$ cat config.mk
export PLATFORM = sky130hd
export DESIGN_NAME = dilithium_kg_unloader
export DESIGN_NICKNAME = d
export VERILOG_FILES = /design/src/rtl/dilithium_kg_unloader_pkg.sv /design/src/rtl/dilithium_kg_unloader_skid.sv /design/src/rtl/dilithium_kg_unloader.sv
export SDC_FILE = /design/constraint.sdc
export NUM_CORES = 1
export LEC_CHECK = 0
export BUFFER_PORTS_ARGS = -buffer_cell sky130_fd_sc_hd__buf_2
export CORE_MARGIN = 3
export CORE_UTILIZATION = 38
export CTS_CLUSTER_DIAMETER = 200
export DETAILED_ROUTE_END_ITERATION = 10
export SYNTH_ARGS = -nofsm -noshare
export SYNTH_HDL_FRONTEND = slang
export SYNTH_HIERARCHICAL = 1
export SYNTH_SLANG_ARGS = --single-unit
$ cat constraint.sdc
create_clock -name clk -period 3.05 [get_ports clk]
set_clock_uncertainty 0.1 [all_clocks]
set_input_delay 0.305 -clock clk [delete_from_list [all_inputs] [get_ports clk]]
set_output_delay 0.305 -clock clk [all_outputs]
set_load 0.01 [all_outputs]
$ cat src/rtl/dilithium_kg_unloader_pkg.sv
// Shared types and tables for the Dilithium keygen output unloader:
// segment tags, security-level encodings, segment lengths and segment order.
package dilithium_kg_unloader_pkg;

   typedef enum logic [2:0] {
      SEG_RHO,
      SEG_K,
      SEG_TR,
      SEG_S1,
      SEG_S2,
      SEG_T0,
      SEG_T1
   } seg_t;

   localparam logic [2:0]  LVL2      = 3'b010;
   localparam logic [2:0]  LVL3      = 3'b011;
   localparam logic [2:0]  LVL5      = 3'b101;
   localparam int unsigned CNT_W     = 10;
   localparam int unsigned SEG_IDX_W = 3;

   function automatic logic lvl_legal(input logic [2:0] lvl);
      return (lvl == LVL2) || (lvl == LVL3) || (lvl == LVL5);
   endfunction

   // Lengths are tabulated for 64-bit words and rescaled to the datapath width.
   function automatic logic [CNT_W-1:0] seg_words(input seg_t seg, input logic [2:0] lvl,
                                                  input int unsigned w);
      int unsigned base;
      base = 0;
      case (seg)
         SEG_RHO, SEG_K, SEG_TR: base = 4;
         SEG_S1:
            case (lvl)
               LVL2:    base = 48;
               LVL3:    base = 80;
               LVL5:    base = 84;
               default: base = 0;
            endcase
         SEG_S2:
            case (lvl)
               LVL2:    base = 48;
               LVL3:    base = 96;
               LVL5:    base = 96;
               default: base = 0;
            endcase
         SEG_T1:
            case (lvl)
               LVL2:    base = 160;
               LVL3:    base = 240;
               LVL5:    base = 320;
               default: base = 0;
            endcase
         SEG_T0:
            case (lvl)
               LVL2:    base = 208;
               LVL3:    base = 312;
               LVL5:    base = 416;
               default: base = 0;
            endcase
         default: base = 0;
      endcase
      return CNT_W'((base * 64) / w);
   endfunction

   function automatic seg_t seg_at(input logic hp, input logic [SEG_IDX_W-1:0] idx);
      seg_t s;
      s = SEG_RHO;
      if (hp) begin
         case (idx)
            3'd0:    s = SEG_RHO;
            3'd1:    s = SEG_K;
            3'd2:    s = SEG_S1;
            3'd3:    s = SEG_S2;
            3'd4:    s = SEG_T1;
            3'd5:    s = SEG_T0;
            default: s = SEG_TR;
         endcase
      end else begin
         case (idx)
            3'd0:    s = SEG_RHO;
            3'd1:    s = SEG_K;
            3'd2:    s = SEG_TR;
            3'd3:    s = SEG_S1;
            3'd4:    s = SEG_S2;
            3'd5:    s = SEG_T0;
            3'd6:    s = SEG_RHO;
            default: s = SEG_T1;
         endcase
      end
      return s;
   endfunction

   function automatic logic [SEG_IDX_W-1:0] last_seg_idx(input logic hp);
      return hp ? 3'd6 : 3'd7;
   endfunction

endpackage

$ cat src/rtl/dilithium_kg_unloader_skid.sv
// Two-entry valid/ready buffer; input ready is registered from the next
// occupancy so the upstream never sees a combinational path from out_ready.
module kg_skid_buf #(
   parameter int unsigned DW = 69
) (
   input  logic          clk,
   input  logic          rst_n,
   input  logic          in_valid,
   output logic          in_ready,
   input  logic [DW-1:0] in_data,
   output logic          out_valid,
   input  logic          out_ready,
   output logic [DW-1:0] out_data,
   output logic [1:0]    count
);

   logic [DW-1:0] mem [2];
   logic          wr_ptr;
   logic          rd_ptr;
   logic [1:0]    count_q;
   logic [1:0]    count_n;
   logic          push;
   logic          pop;

   assign out_valid = (count_q != 2'd0);
   assign out_data  = mem[rd_ptr];
   assign count     = count_q;

   always_comb begin
      push    = in_valid & in_ready;
      pop     = out_valid & out_ready;
      count_n = count_q;
      if (push && !pop) begin
         count_n = count_q + 2'd1;
      end else if (!push && pop) begin
         count_n = count_q - 2'd1;
      end
   end

   always_ff @(posedge clk or negedge rst_n) begin
      if (!rst_n) begin
         mem[0]   <= '0;
         mem[1]   <= '0;
         wr_ptr   <= 1'b0;
         rd_ptr   <= 1'b0;
         count_q  <= 2'd0;
         in_ready <= 1'b0;
      end else begin
         if (push) begin
            mem[wr_ptr] <= in_data;
            wr_ptr      <= ~wr_ptr;
         end
         if (pop) begin
            rd_ptr <= ~rd_ptr;
         end
         count_q  <= count_n;
         in_ready <= (count_n != 2'd2);
      end
   end

endmodule

$ cat src/rtl/dilithium_kg_unloader.sv
// Tags the keygen output word stream with its key segment and first/last
// flags, buffering through a 2-entry skid buffer toward the host.
module dilithium_kg_unloader
   import dilithium_kg_unloader_pkg::*;
#(
   parameter int unsigned W         = 64,
   parameter logic        HIGH_PERF = 1'b1
) (
   input  logic         clk,
   input  logic         rst_n,
   input  logic         start,
   input  logic [2:0]   sec_lvl,
   input  logic         core_valid_i,
   output logic         core_ready_o,
   input  logic [W-1:0] core_data_i,
   output logic         m_valid_o,
   input  logic         m_ready_i,
   output logic [W-1:0] m_data_o,
   output logic [2:0]   m_seg_o,
   output logic         m_first_o,
   output logic         m_last_o,
   output logic         busy_o,
   output logic         done_o,
   output logic         err_o
);

   localparam int unsigned DW = W + 3 + 2;

   typedef enum logic [1:0] {
      ST_IDLE,
      ST_RUN,
      ST_DRAIN
   } state_t;

   state_t               state;
   logic                 run_q;
   logic [2:0]           lvl_q;
   logic [SEG_IDX_W-1:0] seg_idx;
   logic [CNT_W-1:0]     word_cnt;

   seg_t                 cur_seg;
   logic [CNT_W-1:0]     cur_len;
   logic                 cur_first;
   logic                 cur_last;
   logic                 final_seg;
   logic                 accept;
   logic                 pop;

   logic                 buf_in_ready;
   logic [DW-1:0]        buf_in_data;
   logic [DW-1:0]        buf_out_data;
   logic [1:0]           buf_count;

   always_comb begin
      cur_seg     = seg_at(HIGH_PERF, seg_idx);
      cur_len     = seg_words(cur_seg, lvl_q, W);
      cur_first   = (word_cnt == '0);
      cur_last    = (word_cnt == cur_len - 10'd1);
      final_seg   = (seg_idx == last_seg_idx(HIGH_PERF));
      accept      = core_valid_i & core_ready_o;
      pop         = m_valid_o & m_ready_i;
      buf_in_data = {core_data_i, cur_seg, cur_first, cur_last};
   end

   // Both terms are registers, so core_ready_o never depends on m_ready_i combinationally.
   assign core_ready_o = run_q & buf_in_ready;

   assign m_data_o  = buf_out_data[DW-1:5];
   assign m_seg_o   = buf_out_data[4:2];
   assign m_first_o = buf_out_data[1];
   assign m_last_o  = buf_out_data[0];

   kg_skid_buf #(
      .DW(DW)
   ) u_skid (
      .clk      (clk),
      .rst_n    (rst_n),
      .in_valid (core_valid_i & run_q),
      .in_ready (buf_in_ready),
      .in_data  (buf_in_data),
      .out_valid(m_valid_o),
      .out_ready(m_ready_i),
      .out_data (buf_out_data),
      .count    (buf_count)
   );

   always_ff @(posedge clk or negedge rst_n) begin
      if (!rst_n) begin
         state    <= ST_IDLE;
         run_q    <= 1'b0;
         busy_o   <= 1'b0;
         done_o   <= 1'b0;
         err_o    <= 1'b0;
         lvl_q    <= '0;
         seg_idx  <= '0;
         word_cnt <= '0;
      end else begin
         done_o <= 1'b0;
         err_o  <= 1'b0;
         case (state)
            ST_IDLE: begin
               if (start) begin
                  if (lvl_legal(sec_lvl)) begin
                     state    <= ST_RUN;
                     run_q    <= 1'b1;
                     busy_o   <= 1'b1;
                     lvl_q    <= sec_lvl;
                     seg_idx  <= '0;
                     word_cnt <= '0;
                  end else begin
                     err_o <= 1'b1;
                  end
               end
            end
            ST_RUN: begin
               if (accept) begin
                  if (cur_last) begin
                     word_cnt <= '0;
                     if (final_seg) begin
                        state <= ST_DRAIN;
                        run_q <= 1'b0;
                     end else begin
                        seg_idx <= seg_idx + 3'd1;
                     end
                  end else begin
                     word_cnt <= word_cnt + 10'd1;
                  end
               end
            end
            ST_DRAIN: begin
               // Nothing enters in DRAIN, so popping the last entry empties the buffer.
               if (pop && buf_count == 2'd1) begin
                  state  <= ST_IDLE;
                  busy_o <= 1'b0;
                  done_o <= 1'b1;
               end
            end
            default: state <= ST_IDLE;
         endcase
      end
   end

endmodule
==> qor.yml <==
hp-class: "input port to flop"
start_util: 0.388
portBuffers: 145
clkTransAtPathRegs_ns: 0.07
synth_seq_area_share: 0.502
fin_crit_ns: 3.20
yosysWarnings: 6
hold_viol_final: 0
post-route-period-util: 1.05
cp_max_fo: 5
area_growth_syn_to_layout_pct: 25.4
synth_seq_cells: 165
fillers: 1830
htree_levels: 4
yosys-top-cells-area: "dfrtp_1 50%, mux2_2 19%, mux2_4 13%"
postSynthAreaPerCell_sq_um: 13.8
fin_util: 0.487
root_buffer: "clkbuf_16"
instances_no_fill: 1065
slew_headroom: 0.544
grt_pass1_vias: 6090
cp-end-kind: "flop"
yosys_most_used_dff: "dfrtp_1"
vias: 5481
drive_gt1_frac: 0.597
io_pins: 146
grtUsageTotal: 0.165
synth_nets: 676
total_power_mw: 9.97
drc: 0
wire_per_inst_um: 17.5
die_h_um: 153
ys_types: 63
busiest_layer: "met2"
grt.overflow.total: 0
ant_nets: 0
cts_buffers: 17
outcome: "finished, violations left"
postSynthCellCount: 595
synth_top_area_frac: 0.502
fmax_mhz: 312
drt_iter0_markers: 320
powerDensity_nw_per_um2: 968
dp_hpwl_mm: 13.0
synth_edf_count: 0
crit_type: "flop to flop"
core_sq_um: 21200
critPathLaunchType: "flop"
clock_path_buffers: 2
antennaDiodeCount: 0
viasPerCell: 5.15
setup_ws_ns: -0.155
dp_cells: 1026
core.rowCount: 53
critPathArrivalTime_ns: 3.45
required_ns: 3.30
gp_congestion: 0.946
hold_slack_ns: 0.0222
synth_top_cell_by_area: "dfrtp_1"
ir_drop_mv: 0.365
antenna_found_initial: 0
worst_slew_pin_slew_ns: 0.684
final_net_count: 859
grt_pass1_wl_mm: 31.8
maxCapViolations: 0
grtUsageMet3: 0.0323
synthArstFlopShare: 1.00
cts.sinks: 165
grt_max_degree: 75
maxSlewViolCount: 0
netlist_area_sq_um: 8220
first_pass_iters: 4
met1_usage: 0.212
rsz0062_at_grt: "true"
setup_violations: 18
failed_checks: "setup timing"
wl_mm: 18.7
cts_tree: "done"
use_met2: 0.280
clkLatencyLatePin_ns: 0.43
die_w_um: 153
die-area_sq_um: 23400
leakage_nw: 4.83
[synth_stat cells (10+ instances only)]
library cell and count:
buf_2 18, dfrtp_1 165, inv_1 12, mux2_2 139, mux2_4 69, nand2_1 23
nor2_1 13, nor3_1 10, xor2_1 10
[final cells by class]
cell class | instances | area, sq um | share of cell area
clock inverters | 14 | 138 | 0.0134
flip-flops and latches | 165 | 4130 | 0.401
multi-input cells | 388 | 4050 | 0.393
well taps | 275 | 344 | 0.0334
clock buffers | 17 | 425 | 0.0413
repair buffers | 194 | 1160 | 0.113
inverters | 12 | 47.5 | 0.00462
[path summary, 6_finish.rpt]
kind	from	endpoint	slack, ns	cells past startpoint
setup / recovery	seg_idx[1]	seg_idx[2]	-0.15	13
min in group asynchronous	rst_n	u_skid/mem[80]	0.36	2
max in group asynchronous	rst_n	u_skid/mem[99]	1.72	3
setup reg to reg	seg_idx[1]	seg_idx[2]	-0.15	13
hold / removal	core_data_i[19]	u_skid/mem[93]	0.02	2
hold reg to reg	u_skid/mem[38]	u_skid/mem[38]	0.40	1
[layer usage]
layer  up-vias  wire length, um
li1       2522                -
met1      2807             8140
met2       130             9600
met3        22              647
met4         0              286
met5         -                0
[what timing repair did]
action | CTS | global route
endpoints found under the setup margin | 18 | 18
hold buffers | 3 | 0
pin swaps | 8 | 5
buffers inserted | 3 | 2
gates resized for setup | 14 | 15
hold endpoints to repair | 73 | 0
[power breakdown]
group	switching (mW)	internal (mW)
combinational	1.81	2.44
clock	0.971	1.08
sequential	0.522	3.15
[per-stage QoR]
stage | setup slack [ns] | TNS [ns] | cell area [sq um]
3_5_place_dp | -0.212 | -1.49 | 9520
3_3_place_gp | -0.0901 | -0.190 | 9520
4_1_cts | -0.0812 | -0.220 | 10200
2_1_floorplan | -0.0507 | -0.0865 | 8280
6_report | -0.155 | -1.43 | 10300
5_1_grt | -0.273 | -3.85 | 10300
[cell usage in the layout, fill, tap and decap left out, types with 5 or more instances in the layout]
cell         n
mux2_2     139
xnor2_1      9
clkbuf_16   17
ha_1         5
inv_1       10
buf_2      144
inv_8        5
xor2_1       9
nand2b_1     9
mux2_4      69
dfrtp_1    164
buf_4       40
nor3b_1      5
nand3_1      7
a21oi_1      9
nor3_2       7
nand2_1     23
nor2_1      13
[logic make-up (layout without fill, tap and decap cells)]
logic type | Yosys count | after routing | share of synthesized area
and+or+nand+nor | 104 | 104 | 0.0713
muxes | 213 | 213 | 0.323
buffers and inverters | 42 | 237 | 0.0301
AOI/OAI and AO/OA | 43 | 43 | 0.0396
adders and majority gates | 9 | 9 | 0.0137
DFF | 165 | 165 | 0.502
xor gates and xnor gates | 19 | 19 | 0.0202
[worst max-delay path, stage by stage, from the launching register on]
cell      delay (ns)
dfrtp_1         0.41
ha_2            0.22
ha_4            0.14
o21ai_2         0.05
or3_4           0.40
ha_4            0.28
xor2_2          0.15
nand3b_1        0.11
mux2i_2         0.23
nand3_1         0.12
mux2i_2         0.23
a31oi_4         0.08
or4_4           0.54
o211ai_2        0.07
[state kept, by name, indices dropped and copies added (netlist names)]
signal           count
busy_o               1
seg_idx              3
done_o               1
u_skid/rd_ptr        1
u_skid/wr_ptr        1
u_skid/in_ready      1
state                2
u_skid/count         2
lvl_q                3
run_q                1
word_cnt            10
u_skid/mem         138
err_o                1
Note: power is estimated with default switching activity, not from simulation.
